===== src/rtl/data_io_buf.sv =====
// SPI file-download buffer: decodes IO-controller commands, writes payload bytes to RAM through a write FIFO,
// and zero-fills a scratch region on request. Optional per-download checksum under `DATA_IO_CHECKSUM_EN.
module data_io_buf #(
  parameter int unsigned     AW              = 25,
  parameter int unsigned     FIFO_DEPTH      = 4,
  parameter logic [AW-1:0]   BASE_DEFAULT    = AW'('h200000),
  parameter logic [AW-1:0]   BASE_IDX0       = AW'('h180000),
  parameter logic [AW-1:0]   ERASE_START     = AW'('h1A0000),
  parameter logic [AW-1:0]   ERASE_END       = AW'('h1BFFFF),
  parameter logic [AW-1:0]   ERASE_TRIG_SIZE = AW'('h002000),
  parameter int unsigned     ERASE_DIV       = 32
) (
  input  logic          clk,
  input  logic          reset,
  input  logic          sck,
  input  logic          ss,
  input  logic          sdi,
  input  logic          force_erase,
  input  logic          ram_rdy,
  output logic          downloading,
  output logic [AW-1:0] size,
  output logic [4:0]    index,
  output logic          overflow,
  output logic          wr,
  output logic [AW-1:0] a,
  output logic [7:0]    d,
  output logic [7:0]    checksum
);

  localparam int unsigned PW = (FIFO_DEPTH > 1) ? $clog2(FIFO_DEPTH) : 1;
  localparam int unsigned CW = PW + 1;
  localparam int unsigned DW = (ERASE_DIV > 1) ? $clog2(ERASE_DIV) : 1;

  typedef enum logic [1:0] {S_IDLE, S_DL, S_DRAIN, S_ERASE} state_e;

  typedef struct packed {
    logic [AW-1:0] addr;
    logic [7:0]    data;
  } entry_t;

  logic [1:0]    sck_s_q, ss_s_q, sdi_s_q, fe_s_q;
  logic          sck_prev_q, fe_prev_q;
  logic [3:0]    bit_cnt_q, bit_cnt_d;
  logic [6:0]    sr_q, sr_d;
  logic [7:0]    cmd_q, cmd_d;
  state_e        state_q, state_d;
  logic [AW-1:0] addr_q, addr_d;
  logic [AW-1:0] size_q, size_d;
  logic [4:0]    index_q, index_d;
  logic          ovf_q, ovf_d;
  logic          erase_req_q, erase_req_d;
  logic [AW-1:0] ea_q, ea_d;
  logic [DW-1:0] div_q, div_d;
  entry_t        mem_q [FIFO_DEPTH];
  logic [PW-1:0] wr_ptr_q, wr_ptr_d, rd_ptr_q, rd_ptr_d;
  logic [CW-1:0] cnt_q, cnt_d;
`ifdef DATA_IO_CHECKSUM_EN
  logic [7:0]    csum_q, csum_d;
`endif

  logic       sck_rise, fe_rise, byte_done;
  logic [7:0] byte_c;
  logic       is_start, is_end, is_dat, is_idx;
  logic       fifo_full, fifo_empty, push, pop, erase_wr, accept;

  assign sck_rise   = sck_s_q[1] & ~sck_prev_q;
  assign fe_rise    = fe_s_q[1] & ~fe_prev_q;
  assign byte_c     = {sr_q, sdi_s_q[1]};
  assign byte_done  = sck_rise & ~ss_s_q[1] & (bit_cnt_q == 4'd15);
  assign is_start   = byte_done & (cmd_q == 8'h53) & byte_c[0];
  assign is_end     = byte_done & (cmd_q == 8'h53) & ~byte_c[0];
  assign is_dat     = byte_done & (cmd_q == 8'h54) & (state_q == S_DL);
  assign is_idx     = byte_done & (cmd_q == 8'h55);
  assign fifo_full  = (cnt_q == CW'(FIFO_DEPTH));
  assign fifo_empty = (cnt_q == '0);
  assign push       = is_dat & ~fifo_full;
  assign erase_wr   = (state_q == S_ERASE) & (div_q == '0);
  assign accept     = wr & ram_rdy;
  assign pop        = accept & (state_q != S_ERASE);

  // The FIFO is always empty while erasing, so the write port simply muxes between the two sources.
  assign wr          = erase_wr | ~fifo_empty;
  assign a           = (state_q == S_ERASE) ? ea_q : mem_q[rd_ptr_q].addr;
  assign d           = (state_q == S_ERASE) ? 8'h00 : mem_q[rd_ptr_q].data;
  assign downloading = (state_q != S_IDLE) | ~fifo_empty;
  assign size        = size_q;
  assign index       = index_q;
  assign overflow    = ovf_q;
`ifdef DATA_IO_CHECKSUM_EN
  assign checksum    = csum_q;
`else
  assign checksum    = 8'h00;
`endif

  always_comb begin
    bit_cnt_d   = bit_cnt_q;
    sr_d        = sr_q;
    cmd_d       = cmd_q;
    state_d     = state_q;
    addr_d      = addr_q;
    size_d      = size_q;
    index_d     = index_q;
    ovf_d       = ovf_q;
    erase_req_d = erase_req_q;
    ea_d        = ea_q;
    div_d       = div_q;
    wr_ptr_d    = wr_ptr_q;
    rd_ptr_d    = rd_ptr_q;
    cnt_d       = cnt_q + CW'(push) - CW'(pop);
`ifdef DATA_IO_CHECKSUM_EN
    csum_d      = csum_q;
`endif

    // Bit counter: 0..7 command byte, then 8..15 per data byte.
    if (ss_s_q[1]) begin
      bit_cnt_d = 4'd0;
    end else if (sck_rise) begin
      sr_d = byte_c[6:0];
      if (bit_cnt_q == 4'd7) cmd_d = byte_c;
      bit_cnt_d = (bit_cnt_q == 4'd15) ? 4'd8 : bit_cnt_q + 4'd1;
    end

    if (is_idx) index_d = byte_c[4:0];

    // Dropped bytes still advance address and size so later bytes land where they belong.
    if (is_dat) begin
      addr_d = addr_q + AW'(1);
      size_d = size_q + AW'(1);
      if (fifo_full) ovf_d = 1'b1;
`ifdef DATA_IO_CHECKSUM_EN
      else csum_d = csum_q + byte_c;
`endif
    end
    if (push) wr_ptr_d = wr_ptr_q + PW'(1);
    if (pop)  rd_ptr_d = rd_ptr_q + PW'(1);

    case (state_q)
      S_IDLE: begin
        if (fe_rise) begin
          state_d = S_ERASE;
          ea_d    = ERASE_START;
          div_d   = '0;
        end
      end
      S_DL: begin
        if (fe_rise) erase_req_d = 1'b1;
        if (is_end) begin
          state_d = S_DRAIN;
          if ((index_q == 5'd0) && (size_q == ERASE_TRIG_SIZE)) erase_req_d = 1'b1;
        end
      end
      S_DRAIN: begin
        if (fe_rise) erase_req_d = 1'b1;
        if (fifo_empty) begin
          if (erase_req_q | fe_rise) begin
            state_d     = S_ERASE;
            erase_req_d = 1'b0;
            ea_d        = ERASE_START;
            div_d       = '0;
          end else begin
            state_d = S_IDLE;
          end
        end
      end
      S_ERASE: begin
        if (div_q != '0) div_d = div_q - DW'(1);
        if (accept) begin
          if (ea_q == ERASE_END) begin
            state_d = S_IDLE;
          end else begin
            ea_d  = ea_q + AW'(1);
            div_d = DW'(ERASE_DIV - 1);
          end
        end
      end
      default: state_d = S_IDLE;
    endcase

    // A start wins over anything the current state was doing, including an erase in progress.
    if (is_start) begin
      state_d = S_DL;
      addr_d  = (index_q == 5'd0) ? BASE_IDX0 : BASE_DEFAULT;
      size_d  = '0;
      ovf_d   = 1'b0;
`ifdef DATA_IO_CHECKSUM_EN
      csum_d  = 8'h00;
`endif
    end
  end

  always_ff @(posedge clk or posedge reset) begin
    if (reset) begin
      sck_s_q     <= '0;
      ss_s_q      <= '0;
      sdi_s_q     <= '0;
      fe_s_q      <= '0;
      sck_prev_q  <= 1'b0;
      fe_prev_q   <= 1'b0;
      bit_cnt_q   <= '0;
      sr_q        <= '0;
      cmd_q       <= '0;
      state_q     <= S_IDLE;
      addr_q      <= '0;
      size_q      <= '0;
      index_q     <= '0;
      ovf_q       <= 1'b0;
      erase_req_q <= 1'b0;
      ea_q        <= '0;
      div_q       <= '0;
      wr_ptr_q    <= '0;
      rd_ptr_q    <= '0;
      cnt_q       <= '0;
      for (int i = 0; i < int'(FIFO_DEPTH); i++) mem_q[i] <= '0;
`ifdef DATA_IO_CHECKSUM_EN
      csum_q      <= '0;
`endif
    end else begin
      sck_s_q     <= {sck_s_q[0], sck};
      ss_s_q      <= {ss_s_q[0], ss};
      sdi_s_q     <= {sdi_s_q[0], sdi};
      fe_s_q      <= {fe_s_q[0], force_erase};
      sck_prev_q  <= sck_s_q[1];
      fe_prev_q   <= fe_s_q[1];
      bit_cnt_q   <= bit_cnt_d;
      sr_q        <= sr_d;
      cmd_q       <= cmd_d;
      state_q     <= state_d;
      addr_q      <= addr_d;
      size_q      <= size_d;
      index_q     <= index_d;
      ovf_q       <= ovf_d;
      erase_req_q <= erase_req_d;
      ea_q        <= ea_d;
      div_q       <= div_d;
      wr_ptr_q    <= wr_ptr_d;
      rd_ptr_q    <= rd_ptr_d;
      cnt_q       <= cnt_d;
      if (push) mem_q[wr_ptr_q] <= '{addr: addr_q, data: byte_c};
`ifdef DATA_IO_CHECKSUM_EN
      csum_q      <= csum_d;
`endif
    end
  end

endmodule


===== config.mk =====
export PLATFORM = sky130hd
export DESIGN_NAME = data_io_buf
export DESIGN_NICKNAME = d
export VERILOG_FILES = /design/src/rtl/data_io_buf.sv
export SDC_FILE = /design/constraint.sdc
export NUM_CORES = 1
export LEC_CHECK = 0
export CAP_MARGIN = 20
export CORE_MARGIN = 1.5
export CORE_UTILIZATION = 55
export DETAILED_ROUTE_END_ITERATION = 6
export GPL_ROUTABILITY_DRIVEN = 0
export HOLD_SLACK_MARGIN = 0.03
export PLACE_DENSITY = 0.74
export SYNTH_ARGS = -nofsm -noshare
export SYNTH_HDL_FRONTEND = slang
export SYNTH_SLANG_ARGS = --single-unit

===== constraint.sdc =====
create_clock -name clk -period 10.8 [get_ports clk]
set_input_delay 2.16 -clock clk [delete_from_list [all_inputs] [get_ports clk]]
set_output_delay 2.16 -clock clk [all_outputs]
set_load 0.05 [all_outputs]

==> flow_summary_export.csv <==
group,metric,value,unit
detailed_routing,dr.pass1.iters,5,
setup_path,crit_fanout,31,
clock_network,cts_num_sinks,257,
clock_network,clk_path_buf_depth,3,
global_route,globalRouteOverflowTotal,0,
global_route,antenna_found_initial,0,
setup_path,cp-end-kind,"primary output",
clock_network,numCtsBuffers,29,
synth,async_reset_ff_share,100.0,%
global_route,grt_pass1_vias,8256,
detailed_routing,final_antenna_net_count,0,
global_route,grt_max_degree,112,
synth,yosysTopAreaCellShare,49.88,%
clock_network,path_clk_slew,0.06,ns
power,power.density,173.2,nW/um2
sta,period_needed,5.351,ns
sta,fmax,186.9,MHz
setup_path,crit_path_start_kind,"flop",
hold_path,hold_class,"flop to flop",
place,post_dp_cell_area,13740,um2
synth,ys_warn_count,0,
power,ir_worst_vdd,0.1231,mV
power,p_leak,6.879,nW
synth,syn_inst,1003,
sta,hold_viol,0,
floorplan,die-area,24370,um2
cells_and_area,fin_nets,1088,
floorplan,dieHeight,156.1,um
sta,clock_skew,0.01334,ns
synth,ys_types,64,
floorplan,die_w,156.1,um
synth,synth_area_leaders,"dfrtp_1, mux2_4, mux4_2, mux2_2, xnor2_1",
floorplan,core-area,22850,um2
synth,ys.flop_type,"dfrtp_1",
clock_network,cts_tree,"built",
clock_network,clockRootBuffer,"clkbuf_16",
run,cap_violations,0,
synth,ys_ff_latch,257,
sta,period_share,49.55,%
sta,tightest_slew,0.9692,ns
synth,seq_area_frac_synth,49.88,%
cells_and_area,diodes,0,
sta,relSlewSlack,35.39,%
synth,synth_area_leader_cell,"dfrtp_1",
status,status,"finished, final reports clean",
cells_and_area,layout-drive-gt1-share,25.76,%
sta,fin_hold_ws,0.3487,ns
detailed_routing,wl_per_cell,20.41,um
synth,synth-edff-count,0,
detailed_routing,vias_per_cell,5.880,
setup_path,crit_required,8.64,ns
detailed_routing,drc,0,
sta,slew_violations,0,
floorplan,io_pins,81,
setup_path,critPathKind,"flop to primary output",
place,place_hpwl,18410,um
global_route,grt_pass1_wl,46650,um
cells_and_area,fillers,1725,
global_route,grt_use_total,24.43,%
cells_and_area,area_growth,14.00,%
setup_path,cp.arrival,3.19,ns
floorplan,rows,55,
cells_and_area,final_area,14700,um2
clock_network,htree_levels,1,
synth,syn_area_per_cell,12.85,um2
clock_network,clk_latency,0.54,ns
clock_network,post_cts_resize_count,0,
clock_network,cts-hold-fix-buffers,0,
sta,finalSetupTns,0,ns
place,portBuffers,72,
floorplan,initial_core_util,56.43,%
sta,setup_viol,0,
detailed_routing,drt_iter0_markers,605,
detailed_routing,wirelength,28490,um
detailed_routing,num_vias,8209,
setup_path,r2r_slack,7.43,ns
synth,syn_area,12890,um2
sta,rsz0062_at_grt,"no",
clock_network,post_cts_buffers,0,
[registers in the layout (all words and copies together) (netlist names), 3 cells and up]
name and count:
index 5, size 25, ea_q 25, bit_cnt_q 4, addr_q 25, div_q 5
cnt_q 3, sr_q 7, mem_q 132, cmd_q 8
[cell usage after synthesis, types with 12 or more instances]
| master | instances |
|---|---|
| clkbuf_1 | 30 |
| xor2_1 | 17 |
| dfrtp_1 | 257 |
| mux4_2 | 33 |
| inv_1 | 25 |
| nand3_1 | 22 |
| xnor2_1 | 38 |
| a21oi_1 | 27 |
| nand4_1 | 26 |
| nor2_1 | 62 |
| o21ai_0 | 36 |
| nor3_1 | 15 |
| nor2b_1 | 12 |
| nor4_1 | 20 |
| nand2_1 | 59 |
| ha_1 | 17 |
| mux2_4 | 112 |
| or3_1 | 17 |
| mux2_2 | 60 |
[power breakdown]
part / switching (mW) / internal [mW]
clock network: 0.381 / 0.606
registers: 0.0611 / 1.00
logic: 0.312 / 0.184
[cells by family after synthesis]
family / Yosys count / share of synthesized area, %
simple gates: 285 / 12.21
flops: 257 / 49.88
compound gates: 97 / 4.552
buf+inv: 85 / 3.736
fa+ha+maj: 18 / 1.805
mux: 205 / 24.05
xor+xnor: 55 / 3.736
other cells: 1 / 0.02909
[through the flow]
stage / utilization, % / setup slack (ns) / power, mW / std cells
final: 64.33 / 5.449 / 2.545 / 1396
after global routing: 64.33 / 5.308 / 2.653 / 1396
after CTS: 64.33 / 5.396 / 2.565 / 1396
after detailed placement: 60.15 / 5.976 / 1.574 / 1345
after global placement: 60.15 / 6.007 / 1.562 / 1345
after floorplan: - / 1.570 / 1.440 / 1010
[worst max-delay path, cell delays in order, from the launching register on]
cell and delay [ns]:
dfrtp_1 0.43, ha_2 0.67, buf_4 0.45, mux2_2 0.38, clkdlybuf4s50_1 0.70
[metal layers]
layer  global-route usage (%)  vias up  wire length [um]
met5                        0        -                 0
met4                    6.712        0               585
met3                    3.222       49              1435
met2                    39.05      238             13350
met1                    35.24     4197             13120
li1                         -     3725                 -
[area by class of cell]
class	instances	area (um2)	share of cell area [%]
clock buffers	39	793.3	5.397
inverters	25	101.3	0.6895
multi-input cells	668	6021	40.96
clock inverters	12	162.7	1.107
repair buffers	82	795.8	5.414
flip-flops and latches	257	6432	43.76
well taps	313	391.6	2.665
[worst paths after layout]
path | start | end | depth (start not counted)
worst max-delay path | state_q[0]$_DFFE_PP0P_ | a[22] | 4
worst min-delay path | ss_s_q[0]$_DFF_PP0_ | ss_s_q[1]$_DFF_PP0_ | 0
worst max register to register | ss_s_q[1]$_DFF_PP0_ | mem_q[79]$_DFFE_PP0P_ | 5
worst min register to register | ss_s_q[0]$_DFF_PP0_ | ss_s_q[1]$_DFF_PP0_ | 0
max in group asynchronous | reset | addr_q[12]$_DFFE_PP0P_ | 3
min in group asynchronous | reset | mem_q[32]$_DFFE_PP0P_ | 2
[placed cells by master, fill, tap and decap left out, types with 17 or more instances in the layout]
cell,Yosys,layout
dfrtp_1,257,256
mux2_4,112,112
clkdlybuf4s50_1,0,72
nor2_1,62,61
mux2_2,60,60
nand2_1,59,59
xnor2_1,38,38
o21ai_0,36,36
mux4_2,33,33
clkbuf_16,0,29
a21oi_1,27,27
nand4_1,26,26
inv_1,25,24
nand3_1,22,22
nor4_1,20,19
or3_1,17,17
xor2_1,17,17
Note: power is estimated with default switching activity, not from simulation.
